$ cat src/rtl/raster_pkg.sv
// Shared constants, channel map and packed-bus helpers for the raster per-line sequencer.
package raster_pkg;

    localparam int XACT  = 640;
    localparam int LINES = 480;
    localparam int EW    = 20;
    localparam int BW    = 22;
    localparam int NCH_E = 6;
    localparam int NCH_B = 4;
    localparam int NCH   = NCH_E + NCH_B;

    localparam logic [3:0] CH_E0   = 4'd0;
    localparam logic [3:0] CH_B0   = 4'd6;
    localparam logic [3:0] CH_LAST = 4'd9;

    typedef enum logic {
        S_IDLE,
        S_STEP
    } sched_state_t;

    function automatic logic [EW-1:0] e_slice(input logic [NCH_E*EW-1:0] bus, input int idx);
        return bus[idx*EW +: EW];
    endfunction

    function automatic logic [BW-1:0] b_slice(input logic [NCH_B*BW-1:0] bus, input int idx);
        return bus[idx*BW +: BW];
    endfunction

endpackage

$ cat src/rtl/raster_chan_adder.sv
// Shared per-line adder: selects one channel's current value and step, adds at that channel's width.
module raster_chan_adder
    import raster_pkg::*;
(
    input  logic [3:0]          ch,
    input  logic [NCH_E*EW-1:0] e_cur,
    input  logic [NCH_E*EW-1:0] e_step,
    input  logic [NCH_B*BW-1:0] b_cur,
    input  logic [NCH_B*BW-1:0] b_step,
    output logic [BW-1:0]       sum
);

    logic [EW-1:0] ev;
    logic [EW-1:0] es;
    logic [BW-1:0] a;
    logic [BW-1:0] s;

    always_comb begin
        ev = '0;
        es = '0;
        a  = '0;
        s  = '0;
        if (ch < CH_B0) begin
            // Edge values are sign-extended so the upper bits of sum stay meaningful.
            ev = e_slice(e_cur, int'(ch));
            es = e_slice(e_step, int'(ch));
            a  = {{(BW-EW){ev[EW-1]}}, ev};
            s  = {{(BW-EW){es[EW-1]}}, es};
        end else begin
            a = b_slice(b_cur, int'(ch - CH_B0));
            s = b_slice(b_step, int'(ch - CH_B0));
        end
        sum = a + s;
    end

endmodule

$ cat src/rtl/raster_line_sched.sv
// Per-line init sequencer: shadow/active frame setup plus a serial ten-channel step in each hblank.
module raster_line_sched
    import raster_pkg::*;
(
    input  logic                clk,
    input  logic                reset_n,
    input  logic [9:0]          x,
    input  logic [9:0]          y,
    input  logic                setup_valid,
    output logic                setup_ready,
    input  logic [NCH_E*EW-1:0] e_base,
    input  logic [NCH_E*EW-1:0] e_step,
    input  logic [NCH_B*BW-1:0] b_base,
    input  logic [NCH_B*BW-1:0] b_step,
    output logic [NCH_E*EW-1:0] e_init,
    output logic [NCH_B*BW-1:0] bar_init,
    output logic                frame_swap,
    output logic                busy,
    output logic                overrun
);

    sched_state_t        state_reg, state_next;
    logic [3:0]          ch_reg, ch_next;
    logic                pending_reg;
    logic                frame_swap_reg;
    logic                overrun_reg, overrun_next;
    logic [NCH_E*EW-1:0] sh_e_base_reg, sh_e_step_reg, act_e_base_reg, act_e_step_reg;
    logic [NCH_B*BW-1:0] sh_b_base_reg, sh_b_step_reg, act_b_base_reg, act_b_step_reg;
    logic [NCH_E*EW-1:0] e_init_reg, e_init_next;
    logic [NCH_B*BW-1:0] bar_init_reg, bar_init_next;
    logic [NCH-1:0]      wr_en;
    logic [BW-1:0]       sum;
    logic                hblank_x, commit, trigger, capture;

    assign hblank_x = (x == 10'(XACT + 1));
    assign commit   = hblank_x && (y == 10'(LINES - 1));
    assign trigger  = hblank_x && ((y < 10'(LINES - 1)) || (y == 10'(LINES)));
    assign capture  = setup_valid && !pending_reg;

    raster_chan_adder u_adder (
        .ch     (ch_reg),
        .e_cur  (e_init_reg),
        .e_step (act_e_step_reg),
        .b_cur  (bar_init_reg),
        .b_step (act_b_step_reg),
        .sum    (sum)
    );

    generate
        for (genvar gi = 0; gi < NCH; gi++) begin : g_wr
            assign wr_en[gi] = (state_reg == S_STEP) && (ch_reg == 4'(gi));
        end
    endgenerate

    always_comb begin
        e_init_next   = e_init_reg;
        bar_init_next = bar_init_reg;
        for (int i = 0; i < NCH_E; i++) begin
            if (wr_en[i]) e_init_next[i*EW +: EW] = sum[EW-1:0];
        end
        for (int i = 0; i < NCH_B; i++) begin
            if (wr_en[NCH_E+i]) bar_init_next[i*BW +: BW] = sum;
        end
        // Commit reloads line 0 from whichever set is active after this cycle.
        if (commit) begin
            e_init_next   = pending_reg ? sh_e_base_reg : act_e_base_reg;
            bar_init_next = pending_reg ? sh_b_base_reg : act_b_base_reg;
        end
    end

    always_comb begin
        state_next   = state_reg;
        ch_next      = ch_reg;
        overrun_next = overrun_reg;
        if (commit) begin
            state_next = S_IDLE;
            ch_next    = CH_E0;
        end else begin
            case (state_reg)
                S_IDLE: begin
                    if (trigger) begin
                        state_next = S_STEP;
                        ch_next    = CH_E0;
                    end
                end
                S_STEP: begin
                    if (trigger) overrun_next = 1'b1;
                    if (ch_reg == CH_LAST) begin
                        state_next = S_IDLE;
                        ch_next    = CH_E0;
                    end else begin
                        ch_next = ch_reg + 4'd1;
                    end
                end
                default: begin
                    state_next = S_IDLE;
                    ch_next    = CH_E0;
                end
            endcase
        end
    end

    always_ff @(posedge clk or negedge reset_n) begin
        if (!reset_n) begin
            state_reg      <= S_IDLE;
            ch_reg         <= '0;
            pending_reg    <= 1'b0;
            frame_swap_reg <= 1'b0;
            overrun_reg    <= 1'b0;
            sh_e_base_reg  <= '0;
            sh_e_step_reg  <= '0;
            sh_b_base_reg  <= '0;
            sh_b_step_reg  <= '0;
            act_e_base_reg <= '0;
            act_e_step_reg <= '0;
            act_b_base_reg <= '0;
            act_b_step_reg <= '0;
            e_init_reg     <= '0;
            bar_init_reg   <= '0;
        end else begin
            state_reg      <= state_next;
            ch_reg         <= ch_next;
            overrun_reg    <= overrun_next;
            frame_swap_reg <= commit && pending_reg;
            e_init_reg     <= e_init_next;
            bar_init_reg   <= bar_init_next;
            if (capture) begin
                sh_e_base_reg <= e_base;
                sh_e_step_reg <= e_step;
                sh_b_base_reg <= b_base;
                sh_b_step_reg <= b_step;
            end
            if (commit && pending_reg) begin
                act_e_base_reg <= sh_e_base_reg;
                act_e_step_reg <= sh_e_step_reg;
                act_b_base_reg <= sh_b_base_reg;
                act_b_step_reg <= sh_b_step_reg;
            end
            // A capture only happens with pending clear, so the two never collide.
            if (capture) pending_reg <= 1'b1;
            else if (commit && pending_reg) pending_reg <= 1'b0;
        end
    end

    assign setup_ready = !pending_reg;
    assign e_init      = e_init_reg;
    assign bar_init    = bar_init_reg;
    assign frame_swap  = frame_swap_reg;
    assign busy        = (state_reg == S_STEP);
    assign overrun     = overrun_reg;

endmodule

$ cat config.mk
export PLATFORM = sky130hd
export DESIGN_NAME = raster_line_sched
export DESIGN_NICKNAME = d
export VERILOG_FILES = /design/src/rtl/raster_pkg.sv /design/src/rtl/raster_chan_adder.sv /design/src/rtl/raster_line_sched.sv
export SDC_FILE = /design/constraint.sdc
export NUM_CORES = 2
export LEC_CHECK = 0
export BUFFER_PORTS_ARGS = -buffer_cell sky130_fd_sc_hd__buf_2
export CORE_MARGIN = 10
export CORE_UTILIZATION = 40
export DETAILED_ROUTE_END_ITERATION = 10
export GPL_TIMING_DRIVEN = 0
export PLACE_DENSITY_LB_ADDON = 0.08
export SYNTH_ARGS = -nofsm -noshare
export SYNTH_HDL_FRONTEND = slang
export SYNTH_SLANG_ARGS = --single-unit
$ cat constraint.sdc
create_clock -name clk -period 6.6 [get_ports clk]
set_clock_uncertainty 0.2 [all_clocks]
set_input_delay 1.32 -clock clk [delete_from_list [all_inputs] [get_ports clk]]
set_output_delay 1.32 -clock clk [all_outputs]
set_load 0.02 [all_outputs]
==> summary.md <==
The flow ran to the end, but the final reports show violations. The checks that failed: capacitance limit, slew limit, setup timing. The total count of max-transition violations in the final report came out at 12.

The tools report the worst flop-to-flop path startpoint as ch_reg[2]. The cell area after synthesis is 54600 um2, and the DRC violation count after routing is 0. The worst path buffer plus inverter count is 5.

TritonCTS built the clock tree. For the share of total power in the clock network, the log shows 0.226. The total negative slack was -14290 ps.

The final net count is 5792. The tools report the launch point of the critical path as ch_reg[2]. On the critical path, the stage with the largest delay is an instance of dfrtp_2. Final worst setup slack: -315 ps. For this design, the CTS-stage hold fixing added 0 buffers. The initial antenna violation count is 12, and the static leakage is 31.1 nW. By startpoint and endpoint, the worst setup path is classified as reg2reg. The final period demand of the worst path was 6910 ps. The worst hold slack is 275 ps.

The critical path's most frequent cell is ha_4. In this run the power density over the cells is 425 nW/um2. For this run, the number of Yosys warnings is 0.

The tools report the boundary pin count as 651. Summed over all layers, the routed wires come to 257000 um. The tools report the routability-driven placement congestion ratio as 1.03. The number of stages on the worst setup path was 29.

Across all layers, the routed design uses 44400 vias. The via count of the first global-routing pass is 44800, and the power after layout is 28.7 mW. Share of post-route cells with drive strength above 1: 0.456. After legalization and detailed placement, the total HPWL measured 198000 um.

The achievable frequency is 0.145 GHz, and the total of max-cap violations is 1. The most used flip-flop cell after synthesis is dfrtp_1. The region available for standard cell placement spans 135000 um2. After filler insertion, the fill cell instance count of the layout stands at 12400. Leaving out fill and tap cells, the most frequent cells in the layout are dfrtp_1, mux2_2, buf_2.

The first global-routing pass estimated 357000 um of wire. The worst stage delay on the critical path is 460 ps. The die boundary width is 389 um, and the pin count of the biggest net entering global routing is 158. Internal power comes to 15.8 mW.

For the worst flop-to-flop path, the logic depth is 29. Following the worst setup path forward leads to its endpoint at bar_init[42]. After the first detailed-routing iteration, the DRC count stood at 4659. Type of origin of the critical path: a flip-flop.

STA classifies the critical path endpoint as a flip-flop. The post-CTS clock slew at the launch and capture registers of the worst setup and hold paths works out to 60 ps. The multi-input gate area in the final layout was 28200 um2; the total count of hold-check failures in the final report was 0. The run gives 3 as the H-tree depth.

Dividing the detail-routed wire length by the instance count gives 35.8 um. The share of the clock period used by the worst path after layout came out at 1.05. The run gives 135 as the standard-cell row count. In this run, distinct cell masters in the synthesized netlist total 82. Across the whole layout, storage elements account for 26200 um2. Power share of the sequential group: 0.246. The number of nets handed over by synthesis was 4922. STA puts the critical path data required time at 7030 ps. Yosys mapped a number of flops with a built-in enable equal to 0.

The headroom to the max-slew limit is -0.00166. The most common cell after layout, fill and taps aside was dfrtp_1. The endpoint identified for the worst register-to-register timing path is bar_init[42]. The switching share of power was 0.449; the number of nets with antenna violations after routing was 0. At the later pin of the worst-skew pair, clock insertion delay measures 780 ps. No sink is reached through more buffers than the 3 on the longest clock path. The worst-margin pin slew works out to 1500 ps. After detailed routing, the number of vias per cell comes to 6.17. Buffers inserted during clock tree synthesis total 115. For the effective utilization at floorplan, the log shows 0.403.

Setup repair after global routing could not meet its margin everywhere. The run gives 0.480 as the sequential element share of the synthesized area. In this run the register-to-register setup slack is -310 ps. The arrival time at the worst endpoint was 7340 ps. The cell at the root of the clock tree was clkbuf_16. The async set-or-reset flop fraction in the synthesized netlist is 1.00, and the worst supply voltage drop on vdd is 0.485 mV.

The number of storage elements in the synthesis netlist works out to 1048. The logs give 152000 um2 for the overall die area and 12.9 mW for the net load switching power. The total iterations of the first detailed-routing run was 6. The family with the most delay on the worst path is compound AO/OA/AOI/OAI gates. The synthesis-to-finish area growth came out at 23.4%. The maximum fanout encountered on the critical timing path works out to 10.

The tools report the overflow left after global routing as 0. The die is 389 um tall. The share of total power in combinational logic came out at 0.528. In the synthesized netlist, the number of instances is 4443.

The overall routing resource usage was 0.329. The tightest min-delay check is of the reg2reg type. Final-report setup violation count: 132. The number of input and output port buffers inserted is 650. TritonCTS sink count: 1048. Average cell area after synthesis: 12.3 um2.
==> through the flow <==
stage | cell area, um2 | util | cells | worst slack (ps)
floorplan | 54600 | - | 4443 | 7.98
global placement | 60100 | 0.444 | 6874 | -19840
detailed placement | 60400 | 0.446 | 6889 | -3890
CTS | 66800 | 0.493 | 7170 | -114
global route | 67400 | 0.497 | 7186 | -298
finish | 67400 | 0.497 | 7189 | -315
==> repair_timing <==
item / CTS / global route
cloned: 3 / 0
gates resized for setup: 456 / 92
setup buffers: 73 / 16
setup endpoints to repair: 208 / 145
pin swaps: 76 / 53
==> power groups by stage <==
| stage | sequential [mW] | clock [mW] | combinational (mW) |
|---|---|---|---|
| global route | 7.08 | 6.86 | 15.1 |
| finish | 7.05 | 6.48 | 15.1 |
| detailed placement | 7.16 | 0 | 12.0 |
| global placement | 7.16 | 0 | 12.0 |
| CTS | 7.04 | 6.59 | 14.1 |
| floorplan | 7.08 | 0 | 6.49 |
==> cell families after synthesis <==
logic type,share of synthesized area
mux,0.317
simple gates,0.0615
fa+ha+maj,0.00944
compound gates,0.0968
buf+inv,0.0317
xor+xnor,0.00369
flops,0.480
==> layout make-up <==
| class | count | share of cell area |
|---|---|---|
| inverters | 17 | 0.00115 |
| diodes | 3 | 0.000111 |
| plain buffers | 351 | 0.0337 |
| clock inverters | 32 | 0.00518 |
| repair buffers | 755 | 0.0670 |
| clock buffers | 177 | 0.0514 |
| multi-input cells | 3025 | 0.419 |
| flip-flops and latches | 1048 | 0.389 |
| well taps | 1781 | 0.0331 |
==> worst reg2reg max path: cells and delay by family, from the launching register on <==
kind	cells	cell delay (ps)
adders and majority gates	6	1580
xor gates and xnor gates	2	440
AOI/OAI and AO/OA	13	2780
buffers and inverters	5	730
muxes	1	390
DFF	1	460
and+or+nand+nor	2	220
==> per-layer routing <==
layer	GRT usage	vias to the layer above	part of all wire
li1	-	18300	-
met1	0.445	23200	0.43
met2	0.500	2265	0.44
met3	0.0838	520	0.087
met4	0.139	6	0.050
met5	0	-	0.00014
==> worst min-delay path by stage <==
stage                             start             endpoint  slack, ps  cells after the start
finish                          overrun              overrun        270                      1
global route         act_b_base_reg[22]   act_b_base_reg[22]        310                      1
CTS                             overrun              overrun        280                      1
floorplan           act_e_base_reg[119]  act_e_base_reg[119]        270                      1
global placement                overrun              overrun        250                      1
detailed placement              overrun              overrun        250                      1
==> cell usage after synthesis, types with 24 or more instances <==
cell type	count	area [um2]
a211oi_1	113	848
a21o_1	35	263
a21oi_1	227	1140
a31oi_1	70	438
buf_2	90	450
buf_4	30	225
clkbuf_1	201	754
dfrtp_1	1048	26200
ha_1	38	475
mux2_2	929	10500
mux2i_1	293	2930
mux4_2	173	3900
nand2_1	313	1170
nand3_1	42	210
nor2_1	224	841
nor2b_1	54	338
nor3_1	37	185
o211ai_1	27	203
o21ai_0	108	541
o221ai_1	24	210
o31ai_1	36	270
No activity file was read; power rests on OpenSTA's default activity.
